**config.mk**
```make
export PLATFORM = sky130hd
export DESIGN_NAME = set_acc_ctrl
export DESIGN_NICKNAME = d
export VERILOG_FILES = /design/src/rtl/set_acc_ctrl.sv
export SDC_FILE = /design/constraint.sdc
export NUM_CORES = 1
export LEC_CHECK = 0
export BUFFER_PORTS_ARGS = -buffer_cell sky130_fd_sc_hd__buf_2
export CORE_ASPECT_RATIO = 1.75
export CORE_MARGIN = 2
export CORE_UTILIZATION = 30
export CTS_CLUSTER_DIAMETER = 30
export CTS_CLUSTER_SIZE = 30
export DETAILED_ROUTE_END_ITERATION = 10
export GPL_ROUTABILITY_DRIVEN = 0
export HOLD_SLACK_MARGIN = 0.1
export SLEW_MARGIN = 20
export SYNTH_ARGS = -nofsm -noshare
export SYNTH_HDL_FRONTEND = slang
export SYNTH_SLANG_ARGS = --single-unit
```
**constraint.sdc**
```tcl
create_clock -name clk -period 2.35 [get_ports clk]
set_input_delay 0.3525 -clock clk [delete_from_list [all_inputs] [get_ports clk]]
set_output_delay 0.3525 -clock clk [all_outputs]
set_load 0.01 [all_outputs]
```
**src/rtl/set_acc_ctrl.sv**
```systemverilog
// Controller for a set-match accumulator: sequences clear, beat acceptance, drain
// and result hand-off, and keeps a wide shadow hit count for overflow detection.
module set_acc_ctrl #(
  parameter int LEN_W = 8,
  parameter int SUM_W = 8
) (
  input  logic             clk,
  input  logic             rst,
  input  logic             start,
  input  logic [LEN_W-1:0] len,
  input  logic             abort,
  output logic             busy,
  input  logic             hit_valid,
  input  logic [3:0]       hit,
  output logic             hit_ready,
  output logic             acc_clr,
  output logic             acc_en,
  input  logic [SUM_W-1:0] candidate,
  output logic             res_valid,
  input  logic             res_ready,
  output logic [SUM_W-1:0] result,
  output logic             ovf
);

  localparam int SH_W = SUM_W + 3;

  typedef enum logic [2:0] {
    S_IDLE,
    S_CLEAR,
    S_RUN,
    S_DRAIN,
    S_DONE
  } state_t;

  state_t           state, state_nx;
  logic [LEN_W-1:0] len_q;
  logic [LEN_W-1:0] beat_cnt;
  logic [SH_W-1:0]  shadow;
  logic             clr_pend;
  logic             abort_act;
  logic             accept;
  logic             last_beat;
  logic [2:0]       hit_pop;

  always_comb begin
    hit_pop = {2'b00, hit[0]} + {2'b00, hit[1]} + {2'b00, hit[2]} + {2'b00, hit[3]};
  end

  always_comb begin
    state_nx  = state;
    busy      = (state != S_IDLE);
    hit_ready = 1'b0;
    acc_en    = 1'b0;
    accept    = 1'b0;
    res_valid = 1'b0;
    acc_clr   = clr_pend;
    abort_act = abort && (state != S_IDLE);
    last_beat = ((beat_cnt + LEN_W'(1)) == len_q);

    case (state)
      S_IDLE: begin
        if (start) state_nx = S_CLEAR;
      end
      S_CLEAR: begin
        acc_clr  = 1'b1;
        state_nx = (len_q != '0) ? S_RUN : S_DRAIN;
      end
      S_RUN: begin
        hit_ready = 1'b1;
        acc_en    = hit_valid;
        accept    = hit_valid;
        if (hit_valid && last_beat) state_nx = S_DRAIN;
      end
      S_DRAIN: begin
        state_nx = S_DONE;
      end
      S_DONE: begin
        res_valid = 1'b1;
        if (res_ready) state_nx = S_IDLE;
      end
      default: state_nx = S_IDLE;
    endcase

    // abort wins over everything and suppresses the beat of its own cycle
    if (abort_act) begin
      state_nx  = S_IDLE;
      hit_ready = 1'b0;
      acc_en    = 1'b0;
      accept    = 1'b0;
    end
  end

  always_ff @(posedge clk or negedge rst) begin
    if (!rst) state <= S_IDLE;
    else      state <= state_nx;
  end

  always_ff @(posedge clk or negedge rst) begin
    if (!rst) begin
      clr_pend <= 1'b1;
      len_q    <= '0;
      beat_cnt <= '0;
      shadow   <= '0;
      result   <= '0;
      ovf      <= 1'b0;
    end else begin
      // one extra clear cycle after reset release or an abort
      clr_pend <= abort_act;
      if (state == S_IDLE && start) begin
        len_q    <= len;
        beat_cnt <= '0;
        shadow   <= '0;
      end else if (accept) begin
        beat_cnt <= beat_cnt + LEN_W'(1);
        shadow   <= shadow + SH_W'(hit_pop);
      end
      if (state == S_DRAIN && !abort_act) begin
        result <= candidate;
        ovf    <= |shadow[SH_W-1:SUM_W];
      end
    end
  end

endmodule

```
==> results of run 1 <==
==> cell families (layout without fill, tap and decap cells) <==
logic type / Yosys count / in the layout
adders and majority gates: 5 / 5
muxes: 12 / 12
and+or+nand+nor: 88 / 88
DFF: 40 / 40
AOI/OAI and AO/OA: 36 / 36
buffers and inverters: 17 / 64
xor gates and xnor gates: 14 / 14
==> synth_stat cells, types with 5 or more instances <==
| master | n | area (um2) |
|---|---|---|
| inv_1 | 8 | 30.0 |
| xnor2_1 | 8 | 70.1 |
| a21oi_1 | 8 | 40.0 |
| xor2_1 | 6 | 52.6 |
| nor3_1 | 5 | 25.0 |
| nand3_1 | 8 | 40.0 |
| mux2_2 | 9 | 101 |
| nor2_1 | 12 | 45.0 |
| o21ai_0 | 16 | 80.1 |
| dfrtp_1 | 39 | 976 |
| nand2_1 | 40 | 150 |
==> worst register-to-register path: cells and delay by family, from the launching register on <==
| kind | cells | cell delay, ps |
|---|---|---|
| compound gates | 1 | 150 |
| flops | 1 | 470 |
| buf+inv | 1 | 200 |
| simple gates | 4 | 990 |
==> per-stage QoR <==
stage	cells	hold slack (ps)	setup TNS, ps
2_1_floorplan	212	56.9	0
3_3_place_gp	334	281	-107
3_5_place_dp	334	282	-307
4_1_cts	343	250	0
5_1_grt	343	267	0
6_report	343	252	0
==> sequential cells by signal, indices dropped and copies added, names as in the netlist <==
register	flops
shadow	11
beat_cnt	8
result	8
ovf	1
clr_pend	1
state	3
len_q	8
==> what timing repair did <==
action                     CTS  global route
setup endpoints to repair    0             0
hold endpoints to repair    14             0
hold buffers                 1             0
==> routing by layer <==
| layer | up-vias | track usage, % | routed length (um) |
|---|---|---|---|
| met5 | - | 0 | 0 |
| met4 | 0 | 7.35 | 142 |
| met3 | 10 | 3.65 | 225 |
| met2 | 50 | 25.6 | 2550 |
| met1 | 798 | 15.3 | 1810 |
| li1 | 822 | - | - |
==> layout make-up <==
class / instances / area [um2] / share of cell area [%]
Inverter: 9 / 33.8 / 1.30
Multi-Input combinational cell: 155 / 1010 / 38.9
Timing Repair Buffer: 47 / 258 / 9.96
Clock inverter: 1 / 30.0 / 1.16
Tap cell: 84 / 105 / 4.06
Sequential cell: 40 / 1000 / 38.7
Clock buffer: 7 / 153 / 5.90
==> power breakdown <==
group | switching, W | leakage (nW) | internal [W] | total (W)
logic | 0.000444 | 0.636 | 0.000393 | 0.000837
clock network | 0.000272 | 0.0901 | 0.000559 | 0.000831
registers | 0.000187 | 0.524 | 0.000886 | 0.00107
total | 0.000903 | 1.25 | 0.00184 | 0.00274
==> worst paths after layout <==
check | from | end | slack (ps) | depth (start not counted)
max | hit[0] | shadow[8] | 220 | 9
min in group asynchronous | rst | shadow[4] | 500 | 2
min reg2reg | shadow[5] | shadow[5] | 490 | 1
max in group asynchronous | rst | clr_pend | 1130 | 3
min | len[2] | len_q[2] | 250 | 3
max reg2reg | state[0] | shadow[8] | 460 | 6
==> results.yml, run 1 <==
yosys:
  synth_mux_area_share_pct: 6.34
  ys_ff_latch: 40
  synth-edff-count: 0
  synth_simple_gate_area_share_pct: 21.4
  synth_top_family_by_area: "simple AND/OR/NAND/NOR gates"
  avgSynthCellArea_um2: 9.77
  synth_compound_area_share_pct: 10.5
  yosys_most_used_dff: "dfrtp_1"
  synth_fa_ha_area_share_pct: 4.11
  synthCells: 212
  async_reset_ff_share_pct: 100
  synth_seq_area_share_pct: 48.4
  synth_xor_area_share_pct: 5.92
  synth_cell_types: 41
  syn_area_mm2: 0.00207
  ys_warn_count: 0
  syn-num-nets: 243
clock_network:
  h-tree-depth: 2
  cts_tree: "built"
  cts_setup_buffers: 0
  max-clock-path-buffers: 2
  cts_sinks: 40
  cts_root_buffer: "clkbuf_16"
  clkTransAtPathRegs_ps: 60
  clkLatencyLatePin_ps: 290
  numCtsBuffers: 5
  ctsResizeCount: 0
route:
  wl_um: 4730
  drt_pass1_iterations: 4
  ant_nets: 0
  viasPerCell: 4.90
  wl_per_cell_um: 13.8
  drt_iter0_drc: 86
  vias: 1680
  drc: 0
timing:
  fin_ws_ps: 222
  finalHoldViolCount: 0
  setup_viol: 0
  slew_viol_final: 0
  rsz0062_at_grt: "false"
  fmax_mhz: 470
  post-route-period-util_pct: 90.5
  fin_skew_ps: 5.98
  worst-slew-pin-transition_ps: 529
  slew_headroom_pct: 64.6
  fin_crit_ps: 2130
placed_design:
  place_area_mm2: 0.00240
  portBuffers: 39
  post-dp-hpwl_um: 3480
  dp_slack_ps: -96.1
worst_setup_path:
  cp-end-kind: "register"
  cp_max_fo: 4
  cp.arrival_ps: 2340
  cp_num_buf_inv: 3
  cpMostUsedCell: "fa_1"
  max_stage_delay_ps: 520
  path_cells: "buf_2 -> fa_1 -> inv_1 -> fa_1 -> inv_1 -> fa_1 -> nand4_4 -> or3_1 -> a21oi_1"
  start_kind: "primary input"
  crit_type: "in2reg"
  crit_family: "adder cells"
  required_ps: 2560
  slowest_stage: "fa_1"
layout:
  post-route-util_pct: 38.3
  final_cell_area_mm2: 0.00259
  fin_nets: 289
  diodes: 0
  final_cell_mix: "nand2_1, dfrtp_1, buf_2"
  final_common_cell: "nand2_1"
  fill_cells: 710
  area_growth_pct: 24.9
  drive_above_1_share_pct: 26.6
power:
  p_leak_nw: 1.25
  ir_worst_vdd_uv: 384
  total_power_w: 0.00274
  powerDensity_mw_per_mm2: 1060
floorplanning:
  die_w_um: 66.8
  core.rowCount: 40
  start_util_pct: 30.7
  die-area_mm2: 0.00761
  die_h_um: 114
  core-area_mm2: 0.00676
  ios: 40
grt:
  grt_max_degree: 27
  grt-ovfl-total: 0
  grt_antenna_before_repair: 0
  grt_pass1_wl_um: 8160
  grt.total_usage_pct: 14.4
  grt_pass1_vias: 1729
status:
  status: "completed"
job:
  cap_violations: 0
min_path:
  hold_path.class: "in2reg"
Note: power is estimated with default switching activity, not from simulation.
==> run 2, diff against run 1 <==
--- a/config.mk
+++ b/config.mk
@@ -6,14 +6,15 @@
 export NUM_CORES = 1
 export LEC_CHECK = 0
 export BUFFER_PORTS_ARGS = -buffer_cell sky130_fd_sc_hd__buf_2
+export CAP_MARGIN = 20
 export CORE_ASPECT_RATIO = 1.75
-export CORE_MARGIN = 2
 export CORE_UTILIZATION = 30
 export CTS_CLUSTER_DIAMETER = 30
 export CTS_CLUSTER_SIZE = 30
 export DETAILED_ROUTE_END_ITERATION = 10
 export GPL_ROUTABILITY_DRIVEN = 0
 export HOLD_SLACK_MARGIN = 0.1
+export RECOVER_POWER = 50
 export SLEW_MARGIN = 20
 export SYNTH_ARGS = -nofsm -noshare
 export SYNTH_HDL_FRONTEND = slang
==> run 2 against run 1 <==
Fmax increased by 0.36%; utilization is 0.49 points higher; total power decreased by 2.7%; sequential cell count stayed put; setup slack improved by 7.7 ps; design area decreased by 1.3%; count of clock-buffer cells in the layout is 2 lower; routed wire length is 1.2% lower; sequential share of layout area is 0.49 points higher; critical endpoint is now shadow[10]; largest cell class unchanged.
==> results.yml, run 2 (synthesis gave the netlist of run 1 again) <==
placed_design:
  place_area_mm2: 0.00239
  place_inst: 332
  portBuffers: 39
  post-dp-hpwl_um: 3460
layout:
  area_growth_pct: 23.4
  drive_above_1_share_pct: 22.8
  final_common_cell: "nand2_1"
  final_cell_area_mm2: 0.00256
  post-route-util_pct: 38.8
  seq_area_mm2: 0.00100
  multi_input_area_mm2: 0.00101
  fill_cells: 666
  largest_register: "shadow"
  fin_cells: 341
  largest_reg_flops: 11
  diodes: 0
  final_cell_mix: "nand2_1, dfrtp_1, buf_2"
  fin_nets: 289
clock_network:
  h-tree-depth: 2
  cts_tree: "built"
  numCtsBuffers: 5
  clkTransAtPathRegs_ps: 60
  clkLatencyLatePin_ps: 290
  max-clock-path-buffers: 2
  cts_sinks: 40
  cts_root_buffer: "clkbuf_16"
route:
  wl_per_cell_um: 13.7
  ant_nets: 0
  drt_iter0_drc: 41
  vias: 1647
  drt_pass1_iterations: 4
  viasPerCell: 4.83
  wl_um: 4670
  drc: 0
worst_setup_path:
  required_ps: 2560
  cp.arrival_ps: 2330
  cp-end-kind: "register"
  cp_max_fo: 4
  start_kind: "primary input"
  crit_type: "in2reg"
timing:
  whs_ps: 252
  fmax_mhz: 472
  slew_headroom_pct: 48.7
  worst-slew-pin-transition_ps: 770
  post-route-period-util_pct: 90.2
  setup_viol: 0
  fin_skew_ps: 3.75
  finalHoldViolCount: 0
  rsz0062_at_grt: "false"
  slew_viol_final: 0
  fin_crit_ps: 2120
grt:
  grt_max_degree: 32
  grt_antenna_before_repair: 0
  grt-ovfl-total: 0
  grt_pass1_vias: 1703
  grt_pass1_wl_um: 8070
  grt.total_usage_pct: 14.5
floorplanning:
  start_util_pct: 31.5
  die_w_um: 64.8
  die_h_um: 112
  core-area_mm2: 0.00659
  core.rowCount: 39
  ios: 40
  die-area_mm2: 0.00726
status:
  status: "completed"
power:
  p_leak_nw: 1.21
  total_power_w: 0.00267
  powerDensity_mw_per_mm2: 1040
  ir_worst_vdd_uv: 478
min_path:
  hold_path.class: "in2reg"
job:
  cap_violations: 0
run 2: layer usage:
layer,global-route usage [%],vias up,routed length [um]
met1,16.3,787,1870
met5,0,-,0
met4,5.63,0,79
met2,25.8,34,2550
li1,-,820,-
met3,3.48,6,169
run 2: critical path, cell delays in order:
cell	delay (ps)
buf_2	110
fa_1	520
inv_1	50
fa_1	370
inv_1	80
fa_1	220
nand4_4	120
or3_1	350
a21oi_1	150
run 2: worst paths after layout:
path                              end  slack (ps)  startpoint  cells past startpoint
min reg2reg                 shadow[5]         500   shadow[5]                      1
max in group asynchronous   shadow[3]         640         rst                      3
max reg2reg                shadow[10]         460    state[0]                      6
min in group asynchronous   shadow[0]         570         rst                      2
min                          len_q[7]         250      len[7]                      3
max                        shadow[10]         230      hit[0]                      9
run 2: per-stage QoR:
step                      setup TNS [ps]  worst slack [ps]
after global routing                   0               133
after floorplan                        0              95.8
after detailed placement            -232              -105
final                                  0               230
after global placement              -120             -43.7
after CTS                              0               208
run 2: what timing repair did:
item / in CTS / in global routing
hold buffers: 1 / 0
resized for setup: 0 / 0
hold endpoints to repair: 9 / 0
setup buffers: 0 / 0
run 2: power by group:
| part | leakage, nW | internal (W) | switching, W |
|---|---|---|---|
| sequential | 0.524 | 0.000885 | 0.000183 |
| combinational | 0.604 | 0.000371 | 0.000448 |
| clock | 0.0798 | 0.000499 | 0.000281 |
run 2: layout make-up:
cell class | instances | share of cell area, %
Sequential cell | 40 | 39.2
Inverter | 9 | 1.32
Timing Repair Buffer | 47 | 9.50
Tap cell | 82 | 4.01
Multi-Input combinational cell | 155 | 39.4
Clock inverter | 3 | 1.66
Clock buffer | 5 | 4.89
==> run 3, diff against run 2 <==
--- a/config.mk
+++ b/config.mk
@@ -5,6 +5,7 @@
 export SDC_FILE = /design/constraint.sdc
 export NUM_CORES = 1
 export LEC_CHECK = 0
+export ABC_AREA = 1
 export BUFFER_PORTS_ARGS = -buffer_cell sky130_fd_sc_hd__buf_2
 export CAP_MARGIN = 20
 export CORE_ASPECT_RATIO = 1.75
==> run 3 against run 2 <==
Utilization increased by 0.13 points; synthesized cell count increased by 32%; via count increased by 20%; critical path depth increased by 6; total power increased by 3.2%; sequential cell count unchanged; die area increased by 4.4%; hold slack got worse by 19 ps; design area increased by 5.2%; sequential share of layout area decreased by 1.9 points; critical endpoint is now shadow[8]; largest cell class unchanged; largest power group unchanged; highest routed layer unchanged.
==> results.yml, run 3 <==
yosys:
  syn_area_mm2: 0.00216
  yosys_most_used_dff: "dfrtp_1"
  ys_top_cells_by_area: "dfrtp_1, nand2_1, inv_1, nand3_1, o21ai_0"
  synth_top_area_cell: "dfrtp_1"
  ys_warn_count: 0
  avgSynthCellArea_um2: 7.73
  synth_cell_types: 29
  synth_seq_area_share_pct: 46.3
  yosysMostFrequentCell: "nand2_1"
  netlist.area_leader.share_pct: 45.1
  synthCells: 280
  ys_ff_latch: 40
  synth-edff-count: 0
  syn-num-nets: 311
  synthTopCellsByCount: "nand2_1, inv_1, dfrtp_1, nand3_1, nor2_1"
  async_reset_ff_share_pct: 100
power:
  total_power_w: 0.00275
  p_leak_nw: 1.39
  powerDensity_mw_per_mm2: 1020
  ir_worst_vdd_uv: 541
timing:
  slew_headroom_pct: 31.4
  fin_crit_ps: 2190
  rsz0062_at_grt: "false"
  fmax_mhz: 456
  slew_viol_final: 0
  fin_ws_ps: 155
  fin_skew_ps: 5.47
  post-route-period-util_pct: 93.4
  setup_viol: 0
  worst-slew-pin-transition_ps: 1030
  finalHoldViolCount: 0
worst_setup_path:
  cp.arrival_ps: 2370
  rr_startpoint: "shadow[0]"
  crit_type: "in2reg"
  startpoint: "hit[0]"
  cp-end-kind: "register"
  required_ps: 2520
  cp_max_fo: 3
  start_kind: "primary input"
grt:
  grt_max_degree: 41
  grt_antenna_before_repair: 0
  grt_pass1_vias: 2016
  grt.total_usage_pct: 15.7
  grt_pass1_wl_um: 8980
  grt-ovfl-total: 0
layout:
  diodes: 0
  area_growth_pct: 24.2
  final_cell_mix: "nand2_1, inv_1, dfrtp_1"
  final_common_cell: "nand2_1"
  drive_above_1_share_pct: 20.5
  largest_reg_flops: 11
  final_cell_area_mm2: 0.00269
  fin_cells: 416
  post-route-util_pct: 38.9
  fin_nets: 362
  fill_cells: 729
  largest_register: "shadow"
clock_network:
  h-tree-depth: 2
  max-clock-path-buffers: 2
  cts_tree: "built"
  cts_sinks: 40
  clkTransAtPathRegs_ps: 60
  hold_buffers: 0
  cts_root_buffer: "clkbuf_16"
  numCtsBuffers: 5
  clkLatencyLatePin_ps: 280
status:
  status: "completed"
route:
  drc: 0
  ant_nets: 0
  wl_um: 5160
  wl_per_cell_um: 12.4
  vias: 1984
  viasPerCell: 4.77
  drt_pass1_iterations: 4
  drt_iter0_drc: 48
floorplanning:
  die_w_um: 66.2
  ios: 40
  core-area_mm2: 0.00691
  die_h_um: 114
  start_util_pct: 31.3
  die-area_mm2: 0.00757
  core.rowCount: 40
placed_design:
  dp_slack_ps: -232
  post-dp-hpwl_um: 3960
  portBuffers: 39
  place_area_mm2: 0.00251
  place_inst: 408
job:
  cap_violations: 0
min_path:
  hold_path.class: "in2async"
## run 3: cell count changes after synthesis, sizes merged, moves of 4 or more
| cell | before | now |
|---|---|---|
| nor2 | 12 | 22 |
| o22ai | 0 | 5 |
| inv | 9 | 42 |
| xor2 | 6 | 1 |
| clkbuf | 4 | 0 |
| a21oi | 8 | 3 |
| or3 | 4 | 0 |
| xnor2 | 8 | 0 |
| nand3 | 8 | 20 |
| nor3 | 5 | 10 |
| mux2 | 9 | 0 |
| nand2 | 41 | 95 |
## run 3: critical path, stage by stage
cell	delay (ps)
buf_6	90
fa_1	530
inv_1	50
fa_2	340
inv_2	80
fa_2	210
nand2_2	60
inv_2	60
nand2_2	60
nor3_4	140
nand2_2	100
nor3_4	130
nand2_1	70
nand2_1	60
nor2_1	40
## run 3: kinds of logic (layout without fill, tap and decap cells)
family,after synthesis,count (layout),synth area share (%)
fa+ha+maj,5,5,3.93
compound gates,30,30,7.80
flops,40,40,46.3
simple gates,158,158,33.5
xor+xnor,1,1,0.405
buf+inv,46,98,8.09
## run 3: where the power goes
part / switching (W) / internal [W] / total, W
sequential: 0.000170 / 0.000901 / 0.00107
combinational: 0.000561 / 0.000346 / 0.000906
clock: 0.000276 / 0.000500 / 0.000775
total: 0.00101 / 0.00175 / 0.00275
## run 3: through the flow
stage,setup TNS [ps],hold slack [ps]
after global routing,0,267
after CTS,0,246
after detailed placement,-368,464
after floorplan,-18.9,56.9
after global placement,-249,463
final,0,233
## run 3: metal layers
metal	track usage [%]	vias to the layer above	part of all wire, %
met3	2.39	11	2.9
met1	16.6	935	40
met5	0	-	0
li1	-	1001	-
met4	8.09	0	2.6
met2	29.1	37	55
## run 3: path summary, 6_finish.rpt
path	slack (ps)	end	depth (start not counted)
min reg2reg	480	result[2]	2
max reg2reg	480	shadow[8]	13
min in group clk	260	len_q[1]	3
min	230	len_q[2]	1
max	160	shadow[8]	15
max in group asynchronous	1370	clr_pend	2
## run 3: final cells by class
cell class / count / area, um2 / share of cell area [%]
Clock buffer: 6 / 129 / 4.79
Clock inverter: 2 / 35.0 / 1.30
Inverter: 44 / 165 / 6.14
Multi-Input combinational cell: 194 / 1000 / 37.3
Sequential cell: 40 / 1000 / 37.3
Tap cell: 84 / 105 / 3.91
Timing Repair Buffer: 46 / 249 / 9.26
## run 3: repair_timing
| item | 4_1_cts | 5_1_grt |
|---|---|---|
| resized for setup | 0 | 3 |
| setup buffers | 0 | 0 |
| endpoints found under the setup margin | 0 | 1 |
